===== src/rtl/sec_tick_gen_if.sv =====
// Control/data bundle between a seconds-stage controller and sec_tick_gen.
// The master drives the mode and load controls; the slave returns seconds and pulses.
interface sec_tick_gen_if;
    logic       run;
    logic       load;
    logic [5:0] data;
    logic       step;
    logic       enable;
    logic [5:0] sec;
    logic [5:0] databus;
    logic       sec_tick;
    logic       min_tick;

    modport master (
        output run, load, data, step, enable,
        input  sec, databus, sec_tick, min_tick
    );

    modport slave (
        input  run, load, data, step, enable,
        output sec, databus, sec_tick, min_tick
    );
endinterface


===== src/rtl/sec_tick_gen.sv =====
// Seconds stage: divides clk down to a 1 Hz tick, counts 0..59, and carries
// into the minute counter with a one-cycle min_tick on each run-mode wrap.
module sec_tick_gen #(
    parameter int DIV = 50000000,
    parameter int PW  = 26
) (
    input  logic          clk,
    input  logic          clear,
    sec_tick_gen_if.slave bus
);

    // Reject parameter sets the prescaler cannot represent.
    generate
        if (DIV < 1 || (64'd1 << PW) < 64'(DIV)) begin : g_bad_param
            $error("sec_tick_gen: need DIV >= 1 and 2**PW >= DIV");
        end
    endgenerate

    localparam logic [PW-1:0] PRESC_LAST = PW'(DIV - 1);
    localparam logic [5:0]    SEC_LAST   = 6'd59;

    logic [PW-1:0] presc_reg;
    logic [PW-1:0] presc_next;
    logic [5:0]    sec_reg;
    logic [5:0]    sec_next;
    logic          sec_tick_reg;
    logic          sec_tick_next;
    logic          min_tick_reg;
    logic          min_tick_next;
    logic          step_prev_reg;

    logic          tick;
    logic          step_edge;
    logic [5:0]    sec_inc;
    logic [5:0]    load_val;

    always_comb begin
        tick      = bus.run && (presc_reg == PRESC_LAST);
        step_edge = bus.step && !step_prev_reg;
        sec_inc   = (sec_reg == SEC_LAST) ? 6'd0 : sec_reg + 6'd1;
        // Out-of-range load values collapse to 0 so sec never leaves 0..59.
        load_val  = (bus.data > SEC_LAST) ? 6'd0 : bus.data;
    end

    // Priority: load, then set-mode step edge, then prescaler tick, else hold.
    always_comb begin
        sec_next      = sec_reg;
        presc_next    = presc_reg;
        sec_tick_next = 1'b0;
        min_tick_next = 1'b0;
        if (bus.load) begin
            sec_next   = load_val;
            presc_next = '0;
        end else if (step_edge && !bus.run) begin
            // Set mode never carries into the minute counter.
            sec_next = sec_inc;
        end else if (tick) begin
            sec_next      = sec_inc;
            presc_next    = '0;
            sec_tick_next = 1'b1;
            min_tick_next = (sec_reg == SEC_LAST);
        end else if (bus.run) begin
            presc_next = presc_reg + PW'(1);
        end
    end

    always_ff @(posedge clk) begin
        if (clear) begin
            sec_reg       <= '0;
            presc_reg     <= '0;
            sec_tick_reg  <= 1'b0;
            min_tick_reg  <= 1'b0;
            step_prev_reg <= 1'b0;
        end else begin
            sec_reg       <= sec_next;
            presc_reg     <= presc_next;
            sec_tick_reg  <= sec_tick_next;
            min_tick_reg  <= min_tick_next;
            step_prev_reg <= bus.step;
        end
    end

    assign bus.sec      = sec_reg;
    assign bus.sec_tick = sec_tick_reg;
    assign bus.min_tick = min_tick_reg;
    assign bus.databus  = bus.enable ? sec_reg : 6'h00;

endmodule

===== src/flat_wrapper.sv =====
// flat-port wrapper written by rule: the top's interface ports become plain ports
module sec_tick_gen_flat 
#(
    parameter int DIV = 50000000,
    parameter int PW  = 26
)
  (clk, clear, bus_run, bus_load, bus_data, bus_step, bus_enable, bus_sec, bus_databus, bus_sec_tick, bus_min_tick);
  sec_tick_gen_if bus_i ();
  input  logic clk;
  input  logic clear;
  input wire logic [$bits(bus_i.run)-1:0] bus_run;
  input wire logic [$bits(bus_i.load)-1:0] bus_load;
  input wire logic [$bits(bus_i.data)-1:0] bus_data;
  input wire logic [$bits(bus_i.step)-1:0] bus_step;
  input wire logic [$bits(bus_i.enable)-1:0] bus_enable;
  output wire logic [$bits(bus_i.sec)-1:0] bus_sec;
  output wire logic [$bits(bus_i.databus)-1:0] bus_databus;
  output wire logic [$bits(bus_i.sec_tick)-1:0] bus_sec_tick;
  output wire logic [$bits(bus_i.min_tick)-1:0] bus_min_tick;
  assign bus_i.run = bus_run;
  assign bus_i.load = bus_load;
  assign bus_i.data = bus_data;
  assign bus_i.step = bus_step;
  assign bus_i.enable = bus_enable;
  assign bus_sec = bus_i.sec;
  assign bus_databus = bus_i.databus;
  assign bus_sec_tick = bus_i.sec_tick;
  assign bus_min_tick = bus_i.min_tick;
  sec_tick_gen #(.DIV(DIV), .PW(PW)) u_core (.clk(clk), .clear(clear), .bus(bus_i));
endmodule

===== config.mk =====
export PLATFORM = sky130hd
export DESIGN_NAME = sec_tick_gen_flat
export DESIGN_NICKNAME = d
export VERILOG_FILES = /design/src/rtl/sec_tick_gen_if.sv /design/src/rtl/sec_tick_gen.sv /design/src/flat_wrapper.sv
export SDC_FILE = /design/constraint.sdc
export NUM_CORES = 1
export LEC_CHECK = 0
export ABC_CLOCK_PERIOD_IN_PS = 5930
export BUFFER_PORTS_ARGS = -buffer_cell sky130_fd_sc_hd__clkbuf_2
export CAP_MARGIN = 0
export CORE_UTILIZATION = 53
export CTS_CLUSTER_SIZE = 40
export DETAILED_ROUTE_END_ITERATION = 8
export PLACE_DENSITY = 0.87
export SLEW_MARGIN = 10
export SYNTH_ARGS = -nofsm -noshare
export SYNTH_HDL_FRONTEND = slang
export SYNTH_SLANG_ARGS = --single-unit

===== constraint.sdc =====
create_clock -name clk -period 5.93 [get_ports clk]
set_input_delay 0.2965 -clock clk [delete_from_list [all_inputs] [get_ports clk]]
set_output_delay 0.2965 -clock clk [all_outputs]
set_load 0.02 [all_outputs]

==> qor.txt <==
Status -> finished clean
RSZ-0062 raised after global routing -> false
Share of the synthesized area in the top cell type -> 0.387
1st-pass router iterations -> 5
CP startpoint kind -> register
Area Growth Syn to Fin -> 12.7%
Die footprint -> 0.00365 mm2
Rel. slew slack -> 0.407
Cell Rows -> 20
Die X -> 60.4 um
Worst R2R Path Depth -> 5
Slack of the worst reg-to-reg path -> 3.53 ns
Reg clk slew, reported paths -> 0.12 ns
Root buffer cell -> clkbuf_4
Mapped cell area -> 0.00181 mm2
Core Region -> 0.00315 mm2
PwrDens -> 231 mW/mm2
Avg WL per Cell -> 13.5 um
Synth Register Bits -> 35
H-Tree Depth -> 2
Inserted Diodes -> 0
Commonest non-fill, non-tap cell in the layout -> dfxtp_1
CP Capture Type -> register
PortBufs -> 25
Final setup viols -> 0
Worst-margin pin slew -> 0.883 ns
Worst R2R Start -> u_core.presc_reg[7]$_SDFFE_PP0P_
Tot GR Track Use -> 0.245
DR iter-0 viols -> 79
Worst Setup SP -> u_core.presc_reg[7]$_SDFFE_PP0P_
Routed Antenna Nets -> 0
CTS tree -> yes
Final Hold Fails -> 0
Commonest cells after routing, fill and taps aside -> 35 x dfxtp_1, 34 x nor2_1, 25 x clkbuf_2, 21 x nand2_1, 19 x nand3_1
Type of the worst setup path -> reg2reg
Routed WL -> 3.95 mm
Critical Path Fanout Max -> 12
Syn Inst Count -> 222
GP Congestion -> 0.895
F_max -> 0.417 GHz
Clock buffer depth -> 2
Synth top area cells -> dfxtp_1 39%, xor2_1 7.3%, nor2_1 7.1%, nand3_1 5.3%, nand2_1 4.4%
Grt ovf -> 0
MaxCap Viol Count -> 0
Worst Setup EP -> u_core.presc_reg[20]$_SDFFE_PP0P_
Minimum clock period -> 2.40 ns
Seq. cell area -> 701 um2
Ys flop type -> dfxtp_1
# hold bufs at CTS -> 0
Period utilisation layout -> 0.404
Post-place instance area -> 0.00195 mm2
Antenna violations before repair -> 0
Sequential area share after synthesis -> 0.387
Number of global-route vias before repair -> 1426
Post-layout nets -> 262
IO Pins -> 26
Share of cells above drive strength 1 -> 0.157
Clk sinks -> 35
FF-to-FF End -> u_core.presc_reg[20]$_SDFFE_PP0P_
First-pass GRT wire length -> 6.53 mm
Via count -> 1680
Setup TNS -> 0 ns
Area of the multi-input gates -> 0.00105 mm2
Peak supply drop -> 161 uV
# fillers -> 276
Leakage power -> 0.000728 uW
Synth cell types -> 40
Cts repair resizes -> 0
Number of synthesized flops with an enable pin -> 0
Synth Area per Inst -> 8.15 um2
Worst Path Required -> 6.15 ns
Syn Nets -> 236
Pin count of the biggest net entering global routing -> 17
Ys async rst share -> 0
Die height -> 60.4 um
Final instance area -> 0.00204 mm2
HP Class -> in2reg
Worst-skew pair later-pin latency -> 0.35 ns
Largest area contributor in the netlist -> dfxtp_1
CP arrival -> 2.62 ns
Initial core utilization -> 0.574
Hpwl dp -> 2.83 mm
Largest register FFs -> 26
Fin util -> 0.646
Synthesis Warnings -> 0
Worst clock skew -> 0.0194 ns
Slew Limit Fails -> 0
Routed vias/inst -> 5.73
Post-CTS setup buffer count -> 0
# DRC -> 0
CTS buffer count -> 5
[area by class of cell]
| class | count | area share |
|---|---|---|
| inverters | 5 | 0.00921 |
| multi-input cells | 176 | 0.516 |
| well taps | 44 | 0.0270 |
| clock buffers | 6 | 0.0252 |
| repair buffers | 25 | 0.0614 |
| flip-flops and latches | 35 | 0.344 |
| clock inverters | 2 | 0.0172 |
[stage by stage]
step	power, uW	setup WS, ns	cells	hold WS (ns)
finish	470	3.53	293	0.174
global route	486	3.44	293	0.175
CTS	468	3.56	293	0.176
detailed placement	293	3.56	285	0.489
global placement	293	3.64	285	0.478
floorplan	279	3.75	222	0.364
[worst max-delay path, cell delays in order, from the launching register on]
cell     delay, ns
dfxtp_1       0.37
or4_1         0.53
or4_4         0.45
or3_1         0.54
nand3_2       0.29
nor2_1        0.08
[metal layers]
layer  GRT usage  part of all wire
met4       0.114             0.019
met5           0                 0
met2       0.399              0.47
met3      0.0469             0.037
met1       0.313              0.47
[Yosys cell counts, types with 2 or more instances]
| cell | count |
|---|---|
| o21ai_0 | 6 |
| a21oi_1 | 11 |
| o311a_1 | 3 |
| buf_6 | 2 |
| xnor2_1 | 5 |
| or4_1 | 2 |
| and3_1 | 2 |
| and2_1 | 6 |
| nor2b_1 | 2 |
| ha_1 | 2 |
| clkbuf_1 | 4 |
| a31oi_1 | 3 |
| nor3_1 | 7 |
| inv_1 | 5 |
| nand2_1 | 21 |
| a2bb2oi_1 | 3 |
| nand2b_1 | 3 |
| a311oi_1 | 2 |
| xor2_1 | 15 |
| or3_1 | 4 |
| dfxtp_1 | 35 |
| nand3_1 | 19 |
| nand4_1 | 8 |
| nor2_1 | 34 |
| o2bb2ai_1 | 2 |
| nand3b_1 | 2 |
[where the power goes]
part	total [uW]	internal, uW	switching [uW]
clock network	182	99.6	82.5
registers	245	239	6.32
logic	42.8	17.1	25.8
total	470	356	115
[cell families (layout without fill, tap and decap cells)]
group	after synthesis	after routing	synth area share
DFF	35	35	0.387
and+or+nand+nor	117	117	0.324
xor gates and xnor gates	20	20	0.0968
AOI/OAI and AO/OA	37	37	0.147
adders and majority gates	2	2	0.0138
buffers and inverters	11	38	0.0311
[worst min-delay path by stage]
stage / from / end / slack, ns / depth (start not counted)
floorplan: clear / u_core.bus.sec[5]$_SDFFE_PP0P_ / 0.36 / 1
global placement: u_core.presc_reg[1]$_SDFFE_PP0P_ / u_core.presc_reg[1]$_SDFFE_PP0P_ / 0.48 / 2
detailed placement: u_core.presc_reg[16]$_SDFFE_PP0P_ / u_core.presc_reg[16]$_SDFFE_PP0P_ / 0.49 / 2
CTS: clear / u_core.bus.sec[5]$_SDFFE_PP0P_ / 0.18 / 2
global route: clear / u_core.bus.sec[5]$_SDFFE_PP0P_ / 0.18 / 2
finish: clear / u_core.bus.sec[5]$_SDFFE_PP0P_ / 0.17 / 2
No activity file was read; power rests on OpenSTA's default activity.
